**src/rtl/uart_prog_loader.sv**
```systemverilog
// uart_prog_loader: assembles UART bytes into words and streams them into instruction memory
module uart_prog_loader #(
  parameter logic [31:0] BASE_ADDR = 32'h0000_0000,
  parameter logic [31:0] END_WORD  = 32'h0000_0FFF
) (
  input  logic        i_Clock,
  input  logic        rst_ni,
  input  logic        i_En,
  input  logic        i_Rx_DV,
  input  logic [7:0]  i_Rx_Byte,
  output logic        o_we_req,
  input  logic        i_gnt,
  output logic [31:0] o_addr,
  output logic [31:0] o_wdata,
  output logic [3:0]  o_be,
  output logic        o_busy,
  output logic        o_done,
  output logic [15:0] o_word_count,
  output logic        o_overrun
);
  typedef enum logic [1:0] {IDLE, COLLECT, DRAIN, DONE} state_t;
  state_t      r_state;
  logic [1:0]  r_idx;
  logic [31:0] r_asm;
  logic        r_we_req;
  logic [31:0] r_addr;
  logic [31:0] r_wdata;
  logic [3:0]  r_be;
  logic        r_busy;
  logic        r_done;
  logic [15:0] r_word_count;
  logic        r_overrun;
  logic [31:0] w_word;
  logic        w_acc;
  assign w_word = {i_Rx_Byte, r_asm[23:0]};
  assign w_acc  = r_we_req & i_gnt;
  assign o_we_req     = r_we_req;
  assign o_addr       = r_addr;
  assign o_wdata      = r_wdata;
  assign o_be         = r_be;
  assign o_busy       = r_busy;
  assign o_done       = r_done;
  assign o_word_count = r_word_count;
  assign o_overrun    = r_overrun;
  // loader FSM: byte assembly, write issue/accept, terminator and enable handling
  always_ff @(posedge i_Clock or negedge rst_ni) begin
    if (!rst_ni) begin
      r_state      <= IDLE;
      r_idx        <= 2'd0;
      r_asm        <= 32'd0;
      r_we_req     <= 1'b0;
      r_addr       <= 32'd0;
      r_wdata      <= 32'd0;
      r_be         <= 4'h0;
      r_busy       <= 1'b0;
      r_done       <= 1'b0;
      r_word_count <= 16'd0;
      r_overrun    <= 1'b0;
    end else begin
      if (w_acc) begin
        r_we_req     <= 1'b0;
        r_be         <= 4'h0;
        r_word_count <= r_word_count + 16'd1;
      end
      case (r_state)
        IDLE: if (i_En) begin
          r_state      <= COLLECT;
          r_busy       <= 1'b1;
          r_word_count <= 16'd0;
          r_overrun    <= 1'b0;
          r_idx        <= 2'd0;
        end
        COLLECT: begin
          if (!i_En) begin
            if (r_we_req) r_state <= DRAIN;
            else begin
              r_state <= IDLE;
              r_busy  <= 1'b0;
            end
          end else if (i_Rx_DV) begin
            r_asm[8*r_idx +: 8] <= i_Rx_Byte;
            r_idx <= r_idx + 2'd1;
            if (r_idx == 2'd3) begin
              if (w_word == END_WORD) begin
                if (r_we_req) r_state <= DRAIN;
                else begin
                  r_state <= DONE;
                  r_busy  <= 1'b0;
                  r_done  <= 1'b1;
                end
              end else if (r_we_req) r_overrun <= 1'b1;
              else begin
                r_we_req <= 1'b1;
                r_be     <= 4'hF;
                r_wdata  <= w_word;
                r_addr   <= BASE_ADDR + {14'd0, r_word_count, 2'b00};
              end
            end
          end
        end
        DRAIN: if (!r_we_req || i_gnt) begin
          r_state <= DONE;
          r_busy  <= 1'b0;
          r_done  <= 1'b1;
        end
        DONE: if (!i_En) begin
          r_state <= IDLE;
          r_done  <= 1'b0;
        end
        default: r_state <= IDLE;
      endcase
    end
  end
endmodule

```
**config.mk**
```make
export PLATFORM = sky130hd
export DESIGN_NAME = uart_prog_loader
export DESIGN_NICKNAME = d
export VERILOG_FILES = /design/src/rtl/uart_prog_loader.sv
export SDC_FILE = /design/constraint.sdc
export NUM_CORES = 1
export LEC_CHECK = 0
export CAP_MARGIN = 10
export CORE_MARGIN = 5
export CORE_UTILIZATION = 25
export CTS_CLUSTER_SIZE = 16
export DETAILED_ROUTE_END_ITERATION = 7
export SETUP_SLACK_MARGIN = 0.05
export SLEW_MARGIN = 20
export SYNTH_ARGS = -nofsm -noshare
export SYNTH_HDL_FRONTEND = slang
export SYNTH_SLANG_ARGS = --single-unit
export TNS_END_PERCENT = 10
```
**constraint.sdc**
```tcl
create_clock -name i_Clock -period 3.4 [get_ports i_Clock]
set_clock_uncertainty 0.05 [all_clocks]
set_input_delay 0.68 -clock i_Clock [delete_from_list [all_inputs] [get_ports i_Clock]]
set_output_delay 0.68 -clock i_Clock [all_outputs]
set_load 0.02 [all_outputs]
```
==> impl_metrics.yaml <==
clock_tree:
  hold_buffers: 0
  cts_buffer_depth: 2
  cts_tree: "built"
  insertion_delay_ns: 0.35
  cts.sinks: 100
  cts_resized: 0
  cts_setup_buffers: 0
  numCtsBuffers: 9
  root_buffer: "clkbuf_16"
  cts_max_level: 3
  clk_pin_slew_worst_paths_ns: 0.07
synth:
  synth-async-reset-ratio_pct: 100.0
  yosys_warnings: 0
  synth_edf_count: 0
  yosysUniqueCellTypes: 42
  ys.flop_type: "dfrtp_1"
  synth_top_area_cell: "dfrtp_1"
  synth_area_leaders: "dfrtp_1 (56%), mux2_2 (12%), nand2_1 (6.0%), o21ai_0 (3.7%), buf_4 (2.7%)"
  ys_ff_latch: 100
  syn-cell-area_um2: 4446
  netlist_instances: 396
  synth_top_area_share_pct: 56.29
  yosysSeqAreaShare_pct: 56.29
  synth.avg_cell_area_um2: 11.23
floorplanning:
  die_h_um: 143.4
  start_util_pct: 25.61
  coreArea_um2: 17360
  die_x_um: 143.4
  die_area_um2: 20550
  rows: 48
  num_io_pins: 101
sta:
  max_slew_margin_pct: 27.90
  worst_pin_slew_ns: 1.079
  finalSetupViolCount: 0
  hold_viol: 0
  totalNegativeSetupSlack_ns: 0
  fin_crit_sh_pct: 86.72
  layout_min_cycle_time_ns: 2.948
  rsz0062_at_grt: "false"
  final_max_slew_viol_count: 0
  fin_ws_ns: 0.4516
  fmax_ghz: 0.3392
setup_path:
  cpMaxStageDelayCell: "or4b_1"
  critPathLaunch: "i_Rx_Byte[7]"
  startpoint_type: "primary input"
  worstPathCellList: "clkdlybuf4s50_1 -> or4b_1 -> or4_4 -> o2111ai_4 -> buf_4 -> mux2_2"
  required_ns: 3.58
  reg2reg_setup_slack_ns: 0.87
  worstPathMaxFanout: 16
  crit_arrival_ns: 3.13
  rr_startpoint: "r_asm[2]$_DFFE_PN0P_"
  r2r_cells: 5
  max_stage_delay_ns: 0.58
  end_kind: "flop"
  critical_path_class: "in2reg"
  endpoint: "o_wdata[12]$_DFFE_PN0P_"
  timing.rr.end: "o_wdata[12]$_DFFE_PN0P_"
power:
  p_int_uw: 1935
  p_comb_share_pct: 12.7
  p_sw_uw: 724.1
  p_leak_uw: 0.002568
  pwr-share-clk_pct: 37.6
  power.density_nw_per_um2: 459.3
  pwr-share-seq_pct: 49.7
  vdd.ir_drop.worst_uv: 229.5
  switching_share_pct: 27.24
flow_run:
  max-cap-violations: 0
outcome:
  status: "finished clean"
route:
  wl_per_cell_um: 15.44
  wirelength_um: 11030
  ant_nets: 0
  drtPass1Iterations: 4
  vias_per_cell: 4.562
  vias: 3257
  first_iter_violations: 178
  route.detailed.drc: 0
global_routing:
  grt_pass1_vias: 3324
  antenna_found_initial: 0
  grt.overflow.total: 0
  grt_pass1_wl_um: 18040
  grt_use_total_pct: 11.01
  grt_max_degree: 91
finish:
  n_antenna_cell: 0
  nets: 503
  drive_gt1_share_pct: 15.95
  syn_to_final_growth_pct: 30.20
placement:
  pre_cts_slack_ns: 0.1113
  place_congestion: 0.7427
  dp_hpwl_um: 7903
  port_buffers: 84
worst_hold_path:
  hold_class: "in2async"
[synth_stat cells (all sizes together) (2+ instances only)]
cell,instances
a22oi,2
nor2,12
xnor2,7
nand4,6
nand2,71
inv,10
a221o,2
nor3,6
xor2,2
dfrtp,100
nand3,6
a21o,2
nor4,7
nand2b,4
nor4b,2
or3,5
nor2b,2
nor3b,3
ha,6
clkbuf,10
o2111ai,2
buf,21
and3,2
a21oi,11
or4,2
o21ai,33
mux2,48
[per-layer routing]
layer | share of wire (%) | track usage [%] | vias to the layer above
li1 | - | - | 1521
met1 | 44 | 14.58 | 1604
met2 | 47 | 17.46 | 119
met3 | 7.6 | 3.827 | 13
met4 | 1.1 | 2.577 | 0
met5 | 0 | 0 | -
[how the worst min path moves through the flow]
stage / from / endpoint / slack, ns
4_1_cts: o_be[3]$_DFF_PN0_ / o_be[3]$_DFF_PN0_ / 0.44
5_1_grt: rst_ni / o_addr[3]$_DFFE_PN0P_ / 0.41
6_report: rst_ni / o_addr[3]$_DFFE_PN0P_ / 0.34
3_5_place_dp: o_be[3]$_DFF_PN0_ / o_be[3]$_DFF_PN0_ / 0.43
3_3_place_gp: o_be[0]$_DFF_PN0_ / o_be[0]$_DFF_PN0_ / 0.41
2_1_floorplan: rst_ni / asynchronous set/reset pin / 0.33
[layout by cell type (no fill, tap or decap), types with 7 or more instances in the layout]
cell type,instances
nand2_1,71
buf_4,8
clkbuf_16,9
nor2_1,12
inv_1,10
o21ai_0,33
a21oi_1,11
nor4_1,7
conb_1,16
mux2_2,48
dfrtp_1,100
clkdlybuf4s50_1,83
xnor2_1,7
[area by class of cell]
type	instances	area (µm²)
tap	225	281.5
timing repair buffer	93	922.1
multi-input combinational	270	1748
clock buffer	10	239.0
fill	1740	11570
sequential	100	2502
clock inverter	6	57.56
inverter	10	37.54
[logic make-up after synthesis]
logic type,after synthesis,synth area share [%]
compound gates,56,7.599
xor+xnor,9,1.773
simple gates,134,14.52
mux,49,12.38
buf+inv,41,5.657
fa+ha+maj,6,1.689
other cells,1,0.08435
flops,100,56.29
[stage by stage]
| step | utilization (%) | area [µm²] | cells | hold slack, ns | power, µW |
|---|---|---|---|---|---|
| final | 33.35 | 5788 | 714 | 0.3367 | 2659 |
| after global routing | 33.35 | 5788 | 714 | 0.4072 | 2787 |
| after CTS | 33.33 | 5784 | 714 | 0.4407 | 2701 |
| after detailed placement | 31.62 | 5488 | 698 | 0.4266 | 1686 |
| after global placement | 31.62 | 5488 | 698 | 0.4122 | 1674 |
| after floorplan | - | 4502 | 411 | 0.3344 | 1522 |
[critical path: cells and delay by family]
kind / cells / cell delay [ns]
buf+inv: 2 / 0.71
mux: 1 / 0.36
simple gates: 2 / 1.13
compound gates: 1 / 0.24
[power groups by stage]
stage	clock network [µW]	logic [µW]	registers, µW
after global placement	0	332	1340
final	999	337	1320
after floorplan	0	150	1370
after detailed placement	0	340	1350
after CTS	1040	342	1320
after global routing	1080	374	1330
[flip-flops by register name (all words and copies together) (netlist names), named ones only]
register / cells
o_wdata: 32
r_asm: 24
o_addr: 16
o_word_count: 16
o_be: 4
r_idx: 2
o_busy: 1
o_done: 1
o_overrun: 1
o_we_req: 1
r_state: 1
No activity file was read; power rests on OpenSTA's default activity.
